`config.mk`:
```
export PLATFORM = sky130hd
export DESIGN_NAME = motion_sequencer
export DESIGN_NICKNAME = d
export VERILOG_FILES = /design/src/rtl/motion_sequencer.sv
export SDC_FILE = /design/constraint.sdc
export NUM_CORES = 1
export LEC_CHECK = 0
export ABC_CLOCK_PERIOD_IN_PS = 2800
export CAP_MARGIN = 20
export CORE_MARGIN = 1.5
export CORE_UTILIZATION = 35
export DETAILED_ROUTE_END_ITERATION = 10
export GPL_ROUTABILITY_DRIVEN = 1
export PLACE_DENSITY = 0.5
export SETUP_SLACK_MARGIN = 0.4
export SLEW_MARGIN = 0
export SYNTH_ARGS = -nofsm -noshare
export SYNTH_HDL_FRONTEND = slang
export SYNTH_SLANG_ARGS = --single-unit
```
`constraint.sdc`:
```
create_clock -name clock -period 2.8 [get_ports clock]
set_clock_uncertainty 0.2 [all_clocks]
set_input_delay 0.28 -clock clock [delete_from_list [all_inputs] [get_ports clock]]
set_output_delay 0.28 -clock clock [all_outputs]
set_load 0.1 [all_outputs]
```
`src/rtl/motion_sequencer.sv`:
```
// Timed motor-command sequencer: one command per handshake drives the dual H-bridge
// for a per-command duration with PWM enables, pausing while an obstacle is present.
module motion_sequencer #(
    parameter int DUR_W     = 26,
    parameter int DUR_FWD   = 20000000,
    parameter int DUR_TURN  = 20000000,
    parameter int DUR_STOP  = 20000000,
    parameter int PWM_W     = 8,
    parameter int DUTY_FWD  = 255,
    parameter int DUTY_TURN = 192,
    parameter int CLEAR_CYC = 1000
) (
    input  logic       clock,
    input  logic       reset,
    input  logic       cmd_valid,
    input  logic [1:0] cmd,
    output logic       cmd_ready,
    input  logic       proximity,
    output logic       e1,
    output logic       e2,
    output logic       as1,
    output logic       as2,
    output logic       bs1,
    output logic       bs2,
    output logic       busy,
    output logic       blocked
);

    localparam int CLR_W = (CLEAR_CYC > 1) ? $clog2(CLEAR_CYC) : 1;
    localparam longint DUR_LIMIT = longint'(1) << DUR_W;
    localparam logic [1:0] CMD_LEFT  = 2'b00;
    localparam logic [1:0] CMD_FWD   = 2'b01;
    localparam logic [1:0] CMD_RIGHT = 2'b10;
    localparam logic [1:0] CMD_STOP  = 2'b11;

    generate
        if (DUR_FWD < 1 || DUR_TURN < 1 || DUR_STOP < 1 || CLEAR_CYC < 1 ||
            longint'(DUR_FWD) >= DUR_LIMIT || longint'(DUR_TURN) >= DUR_LIMIT ||
            longint'(DUR_STOP) >= DUR_LIMIT) begin : g_param_check
            $error("motion_sequencer: duration/clear parameter out of range");
        end
    endgenerate

    typedef enum logic [1:0] {IDLE, RUN, BLOCKED} state_t;

    state_t           state, state_nx;
    logic [1:0]       cmd_q, cmd_nx;
    logic [DUR_W-1:0] rem, rem_nx;
    logic [CLR_W-1:0] clr_cnt, clr_nx;
    logic [PWM_W-1:0] pwm_cnt, pwm_nx;
    logic             drive;
    logic [3:0]       dir_nx;
    logic             en_nx;
    logic [PWM_W-1:0] duty;

    function automatic logic [DUR_W-1:0] dur_m1(input logic [1:0] c);
        case (c)
            CMD_FWD:  return DUR_W'(DUR_FWD - 1);
            CMD_STOP: return DUR_W'(DUR_STOP - 1);
            default:  return DUR_W'(DUR_TURN - 1);
        endcase
    endfunction

    // Ready is gated by reset so every output reads 0 while reset is held.
    assign cmd_ready = (state == IDLE) & ~proximity & ~reset;
    assign pwm_nx    = pwm_cnt + 1'b1;

    always_comb begin
        state_nx = state;
        cmd_nx   = cmd_q;
        rem_nx   = rem;
        clr_nx   = clr_cnt;
        drive    = 1'b0;
        case (state)
            IDLE: begin
                if (cmd_valid && !proximity) begin
                    state_nx = RUN;
                    cmd_nx   = cmd;
                    rem_nx   = dur_m1(cmd);
                    drive    = 1'b1;
                end
            end
            RUN: begin
                if (proximity) begin
                    state_nx = BLOCKED;
                    clr_nx   = '0;
                end else if (rem == '0) begin
                    state_nx = IDLE;
                end else begin
                    rem_nx = rem - 1'b1;
                    drive  = 1'b1;
                end
            end
            BLOCKED: begin
                if (proximity) begin
                    clr_nx = '0;
                end else if (clr_cnt == CLR_W'(CLEAR_CYC - 1)) begin
                    state_nx = RUN;
                    drive    = 1'b1;
                end else begin
                    clr_nx = clr_cnt + 1'b1;
                end
            end
            default: state_nx = IDLE;
        endcase
    end

    always_comb begin
        dir_nx = 4'b0000;
        duty   = (cmd_nx == CMD_FWD) ? PWM_W'(DUTY_FWD) : PWM_W'(DUTY_TURN);
        if (drive) begin
            case (cmd_nx)
                CMD_FWD:   dir_nx = 4'b1010;
                CMD_LEFT:  dir_nx = 4'b1110;
                CMD_RIGHT: dir_nx = 4'b1011;
                default:   dir_nx = 4'b0000;
            endcase
        end
        // Enables are registered against the PWM count they will be seen with.
        en_nx = drive && (cmd_nx != CMD_STOP) && (pwm_nx < duty);
    end

    always_ff @(posedge clock or posedge reset) begin
        if (reset) begin
            state   <= IDLE;
            cmd_q   <= '0;
            rem     <= '0;
            clr_cnt <= '0;
            pwm_cnt <= '0;
            {as2, as1, bs2, bs1} <= 4'b0000;
            e1      <= 1'b0;
            e2      <= 1'b0;
            busy    <= 1'b0;
            blocked <= 1'b0;
        end else begin
            state   <= state_nx;
            cmd_q   <= cmd_nx;
            rem     <= rem_nx;
            clr_cnt <= clr_nx;
            pwm_cnt <= pwm_nx;
            {as2, as1, bs2, bs1} <= dir_nx;
            e1      <= en_nx;
            e2      <= en_nx;
            busy    <= (state_nx != IDLE);
            blocked <= (state_nx == BLOCKED);
        end
    end

endmodule

```
==> metrics.md, run 1 <==
| Metric | Value |
|---|---|
| Initial core utilization | 0.362 |
| Initial DRC count | 89 |
| Die area | 8550 um^2 |
| Worst slew pin tran | 0.426 ns |
| Met2 usage | 0.262 |
| Antenna violations before repair | 0 |
| Worst ir drop on vdd | 537 uV |
| YS warnings | 0 |
| Syn-to-layout area delta | 26.0% |
| Maxcap violations | 0 |
| CTS root buffer | clkbuf_8 |
| Pwr/cell area | 670 nW/um^2 |
| Clock Pin Slew Worst Setup and Hold Paths | 0.11 ns |
| Gr busiest metal | met2 |
| Chip height | 92.4 um |
| Fin area | 3530 um^2 |
| Lkg Pwr | 1.43 nW |
| RSZ-0062 raised after global routing | yes |
| Syn Nets | 289 |
| Synth cell count leaders | dfrtp_1 (54), nand2_1 (20), o21ai_0 (17), nor2_1 (16), or3_1 (15) |
| Placement Rows | 32 |
| Post-layout min period | 2.47 ns |
| Final wirelength | 6100 um |
| Critical path endpoint category | register |
| Cell Area, Synth | 2800 um^2 |
| Placed Area | 3200 um^2 |
| Synth cell types | 52 |
| EDFF count, synth | 0 |
| Crit path DAT | 2.51 ns |
| Register area share after synthesis | 0.483 |
| Peak Freq | 404 MHz |
| Total clock sinks | 54 |
| Met1 usage | 0.215 |
| Nets@finish | 339 |
| Post-route setup slack | 0.326 ns |
| Total GRT Usage | 0.159 |
| Vias | 2245 |
| Setup WS pre-CTS | -0.170 ns |
| Drt wl/cell | 14.2 um |
| Final Hold Viols | 0 |
| Headroom to the max-slew limit | 0.715 |
| Synth Flop Type | dfrtp_1 |
| Largest net degree at the start of global routing | 46 |
| Startpoint types | register |
| Post-DRT Antenna Nets | 0 |
| DR vias/cell | 5.22 |
| Power, Total | 2.37 mW |
| Antenna Cells | 0 |
| Hpwl dp | 4090 um |
| Io pins | 15 |
| CTS tree | built |
| Core region area | 7730 um^2 |
| Cells after synthesis | 277 |
| Port Buffers | 14 |
| Routability cong. | 0.731 |
| Share of cells above drive strength 1 | 0.265 |
| # DRC | 0 |
| Top-count cell post-synth | dfrtp_1 |
| Ys async rst share | 1.00 |
| Final Setup Violations | 0 |
| Met3 usage | 0.0296 |
| Kind of critical path | register to register |
| Outcome | complete, no violations |
| Crit share post-route | 0.883 |
| Synthesized flop and latch total | 54 |
| Clock Path Buffers | 2 |
| Vias in the first global route | 2267 |
| Synth area leaders | dfrtp_1 (48%), or3_1 (3.4%), o21ai_0 (3.0%) |
| Worst min path class | input port to async pin |
| H-tree Lvls | 2 |
| Critical path fanouts, max | 8 |
| TritonCTS Buffers | 5 |
| Yosys top cell by area | dfrtp_1 |
| Final setup TNS | 0 ns |
| Top cell type's share of synthesized area | 0.483 |
| Slew Viols, Final | 0 |
| WP data required | 2.84 ns |
| Global route total overflow | 0 |
| First-pass GRT wire length | 10900 um |
| Clock Latency Late Sink | 0.31 ns |
| Die width | 92.4 um |
| Syn avg cell area | 10.1 um^2 |
| 1st-pass router iterations | 6 |
-- layout by cell type, fill, tap and decap left out, types with 2 or more instances in the layout --
master	Yosys	final
nor4_1	10	6
nand2_1	20	20
o31ai_4	1	2
or3_1	15	14
nand3b_1	2	2
o21ai_0	17	17
nand3_1	10	10
ha_1	6	3
nor2_1	16	16
clkbuf_8	0	6
or4_4	2	2
o31ai_1	9	7
and3_1	4	4
o31a_2	2	2
a22o_1	2	2
a21oi_1	11	11
mux2_2	3	3
xnor2_1	5	5
a31oi_1	5	5
buf_12	0	2
nand4_1	4	4
buf_4	2	43
nor4_2	0	3
nor4_4	1	2
or4_1	6	6
and2_1	2	2
or2_2	2	2
buf_6	3	4
inv_2	0	2
o211ai_1	3	3
inv_1	11	9
ha_4	0	2
o21bai_1	2	2
xor2_1	9	9
clkdlybuf4s50_1	0	4
dfrtp_1	54	53
nand2b_1	6	6
o21ai_1	2	2
nor3_1	6	6
-- state kept, by name (all words and copies together), names as in the netlist --
| signal | cells |
|---|---|
| state | 2 |
| blocked | 1 |
| as2 | 1 |
| cmd_q | 2 |
| busy | 1 |
| as1 | 1 |
| bs1 | 1 |
| clr_cnt | 10 |
| e2 | 1 |
| rem | 26 |
| pwm_cnt | 8 |
-- cell type report --
class | count | area (um^2)
flip-flops and latches | 54 | 1350
clock inverters | 2 | 16.3
well taps | 102 | 128
repair buffers | 54 | 457
multi-input cells | 201 | 1450
fillers | 750 | 4200
inverters | 11 | 41.3
clock buffers | 6 | 82.6
-- kinds of logic after synthesis --
group                      share of synthesized area
adders and majority gates                     0.0268
xor gates and xnor gates                      0.0438
buffers and inverters                         0.0407
DFF                                            0.483
and+or+nand+nor                                0.228
AOI/OAI and AO/OA                              0.159
muxes                                         0.0192
-- where the power goes --
part           total [mW]  internal, mW  switching, mW
Combinational       0.969         0.338          0.631
Clock               0.476         0.204          0.272
Sequential          0.921         0.862         0.0584
-- per-stage QoR --
stage               instances  utilization  hold WS (ns)
floorplan                 277            -         0.229
global placement          405        0.414         0.252
detailed placement        405        0.414         0.257
CTS                       425        0.445        0.0651
global route              430        0.457        0.0839
finish                    430        0.457        0.0636
-- path summary, 6_finish.rpt --
path	to	slack, ns	depth (start not counted)	start
setup / recovery	rem[15]	0.33	6	state[1]
hold / removal	clr_cnt[6]	0.06	2	reset
setup reg to reg	rem[15]	0.33	6	state[1]
hold reg to reg	pwm_cnt[0]	0.28	1	pwm_cnt[0]
max in group asynchronous	state[1]	1.82	3	reset
min in group clock	pwm_cnt[0]	0.28	1	pwm_cnt[0]
-- per-layer routing --
layer	vias to the layer above	wire, um
met3	4	159
met2	22	2990
met1	1101	2900
met5	-	0
met4	0	46
li1	1118	-
-- critical path: stages (launching register included) --
cell,delay [ns]
dfrtp_2,0.46
or4_4,0.57
nor4_4,0.37
o311ai_4,0.22
buf_6,0.17
or3_1,0.29
a21oi_1,0.12
-- timing repair --
action,in CTS,in global routing
resized for setup,11,9
hold buffers,0,0
pin swaps,17,5
endpoints found under the setup margin,24,27
setup buffers,12,5
No activity file was read; power rests on OpenSTA's default activity.
==> run 2: changes to the inputs <==
--- a/config.mk
+++ b/config.mk
@@ -8,10 +8,11 @@
 export ABC_CLOCK_PERIOD_IN_PS = 2800
 export CAP_MARGIN = 20
 export CORE_MARGIN = 1.5
-export CORE_UTILIZATION = 35
+export CORE_UTILIZATION = 54
 export DETAILED_ROUTE_END_ITERATION = 10
 export GPL_ROUTABILITY_DRIVEN = 1
-export PLACE_DENSITY = 0.5
+export PLACE_DENSITY = 0.73
+export RECOVER_POWER = 50
 export SETUP_SLACK_MARGIN = 0.4
 export SLEW_MARGIN = 0
 export SYNTH_ARGS = -nofsm -noshare
==> run 2 against run 1 <==
  * Via count grew 5.1%
  * Non-clock buffer count grew 1
  * Clock power grew 13%
  * Combinational power shrank 3.8%
  * Utilization grew 25 points
  * Fmax shrank 3.5%
  * Total power grew 1.4%
  * Largest cell class unchanged
==> metrics.md, run 2 (synthesis gave the netlist of run 1 again) <==
| Metric | Value |
|---|---|
| 1st-pass router iterations | 4 (-2) |
| Number of hold buffers added after CTS | 0 (unchanged) |
| Critical path fanouts, max | 5 (-3) |
| # DRC | 0 (unchanged) |
| Critical path endpoint category | register |
| Met3 WL post-DR | 194 um (+22%) |
| Crit path DAT | 2.55 ns (+0.04 ns) |
| Startpoint types | register |
| Nets@finish | 341 (+0.59%) |
| Maxcap violations | 0 (unchanged) |
| WHS | 0.280 ns (+0.217 ns) |
| Vias | 2359 (+5.1%) |
| Sw Pwr | 0.966 mW (+0.46%) |
| Core region area | 5040 um^2 (-35%) |
| Final Setup Violations | 0 (unchanged) |
| Drt wl/cell | 16.7 um (+18%) |
| First-pass GRT wire length | 10700 um (-2.4%) |
| Final wirelength | 6700 um (+9.9%) |
| Setup WS pre-CTS | -0.106 ns (+0.0648 ns) |
| Lkg Pwr | 1.45 nW (+1.0%) |
| Clock Latency Late Sink | 0.32 ns (about the same) |
| Max reg flops | 26 (unchanged) |
| WP data required | 2.79 ns (-0.05 ns) |
| Worst slew pin tran | 1.01 ns (+0.583 ns) |
| Most common cell after layout, fill and taps aside | dfrtp_1 |
| TritonCTS Buffers | 5 (unchanged) |
| Clock Pin Slew Worst Setup and Hold Paths | 0.10 ns (about the same) |
| Total clock sinks | 54 (unchanged) |
| Logic pwr share | 0.389 (-0.020) |
| Die width | 75.0 um (-19%) |
| DR vias/cell | 5.90 (+13%) |
| Syn-to-layout area delta | 26.8% |
| Int Pwr | 1.43 mW (+2.0%) |
| Total GRT Usage | 0.254 (+0.0948) |
| Clock Path Buffers | 2 (unchanged) |
| Final Hold Viols | 0 (unchanged) |
| H-tree Lvls | 2 (unchanged) |
| Clock power share | 0.225 (+0.024) |
| Crit-path max cell delay | 0.59 ns (+0.02 ns) |
| Crit share post-route | 0.915 (+0.0320) |
| CTS root buffer | clkbuf_8 |
| Peak Freq | 390 MHz (-3.5%) |
| Headroom to the max-slew limit | 0.327 (-0.389) |
| Initial core utilization | 0.555 (+0.193) |
| Pwr/cell area | 675 nW/um^2 (+0.71%) |
| Antenna Cells | 0 (unchanged) |
| Antenna violations before repair | 0 (unchanged) |
| Chip height | 75.0 um (-19%) |
| Worst min path class | register to register |
| CP top delay family | simple AND/OR/NAND/NOR gates |
| Biggest register | rem |
| Placement Rows | 26 (-19%) |
| Worst path cell trace | or3_4 > or4_4 > buf_12 > buf_6 > o311ai_4 > or3_1 > a21oi_1 |
| CTS tree | built |
| Worst ir drop on vdd | 634 uV (+18%) |
| Die area | 5630 um^2 (-34%) |
| Met2 wire len | 3400 um (+14%) |
| Largest net degree at the start of global routing | 29 (-37%) |
| Initial DRC count | 114 (+28%) |
| Switching fraction of total power | 0.403 (-0.00358) |
| RSZ-0062 raised after global routing | yes |
| CP max-delay cell | or4_4 |
| Layout fillers | 365 (-51%) |
| Sequential share of power | 0.386 (-0.003) |
| Port Buffers | 14 (unchanged) |
| Fin area | 3550 um^2 (+0.64%) |
| Placed Area | 3120 um^2 (-2.4%) |
| Post-layout min period | 2.56 ns (+0.0895 ns) |
| Routability cong. | 0.820 (+12%) |
| Vias in the first global route | 2230 (-1.6%) |
| Global route total overflow | 0 (unchanged) |
| Post-route setup slack | 0.237 ns (-0.0895 ns) |
| Top Registers | rem: 26 flops, clr_cnt: 10 flops, pwm_cnt: 8 flops |
| Post-DRT Antenna Nets | 0 (unchanged) |
| Top routing layer in use | met4 |
| Io pins | 15 (unchanged) |
| Critical path buffers and inverters | 2 (+1) |
| Final setup TNS | 0 ns (unchanged) |
| Hpwl dp | 3800 um (-7.0%) |
| Routed length on met1 | 2960 um (+2.0%) |
| Slew Viols, Final | 0 (unchanged) |
| Most frequent cells in the layout | dfrtp_1 (52), buf_4 (44), nand2_1 (20) |
| Outcome | complete, no violations |
| Kind of critical path | register to register |
| Share of cells above drive strength 1 | 0.285 (+0.0196) |
## run 2: cell types whose count changed in the layout (fill, tap and decap cells not counted), sizes merged
cell	change
dlygate4sd3	+1
clkdlybuf4s50	-1
clkinv	+1
o311ai	+1
clkinvlp	-1
bufinv	+1
## run 2: repair_timing
item                                    in CTS  in global routing
resized for setup                           11                 14
gates cloned                                 1                  0
setup buffers                               18                  5
endpoints found under the setup margin      23                 26
pin swaps                                   13                  8
## run 2: metal layers
metal | vias up | global-route usage
met4 | 0 | 0.101
met3 | 14 | 0.0455
met1 | 1165 | 0.335
met5 | - | 0
met2 | 48 | 0.416
li1 | 1132 | -
## run 2: final cells by class
cell class / instances / area [um^2] / share of cell area
clock buffers: 5 / 68.8 / 0.0194
inverters: 11 / 41.3 / 0.0116
flip-flops and latches: 54 / 1350 / 0.381
well taps: 70 / 87.6 / 0.0247
repair buffers: 55 / 458 / 0.129
multi-input cells: 202 / 1500 / 0.422
clock inverters: 3 / 43.8 / 0.0123
## run 2: path summary, 6_finish.rpt
kind,from,end,slack (ns),cells past startpoint
max,rem[4],rem[17],0.24,7
min,pwm_cnt[0],pwm_cnt[0],0.28,1
max reg2reg,rem[4],rem[17],0.24,7
min reg2reg,pwm_cnt[0],pwm_cnt[0],0.28,1
max in group asynchronous,reset,rem[14],0.58,3
min in group asynchronous,reset,blocked,0.50,2
## run 2: stage by stage
stage,power (mW),util,cells
after CTS,2.38,0.686,395
after floorplan,1.60,-,277
after global placement,1.80,0.619,368
final,2.40,0.704,400
after global routing,2.51,0.704,400
after detailed placement,1.81,0.619,368
## run 2: power by group through the flow
stage / Sequential [mW] / Combinational, mW / Clock (mW)
2_1_floorplan: 1.14 / 0.460 / 0
3_3_place_gp: 0.935 / 0.861 / 0
3_5_place_dp: 0.936 / 0.874 / 0
4_1_cts: 0.926 / 0.903 / 0.547
5_1_grt: 0.937 / 1.00 / 0.575
6_report: 0.925 / 0.932 / 0.540
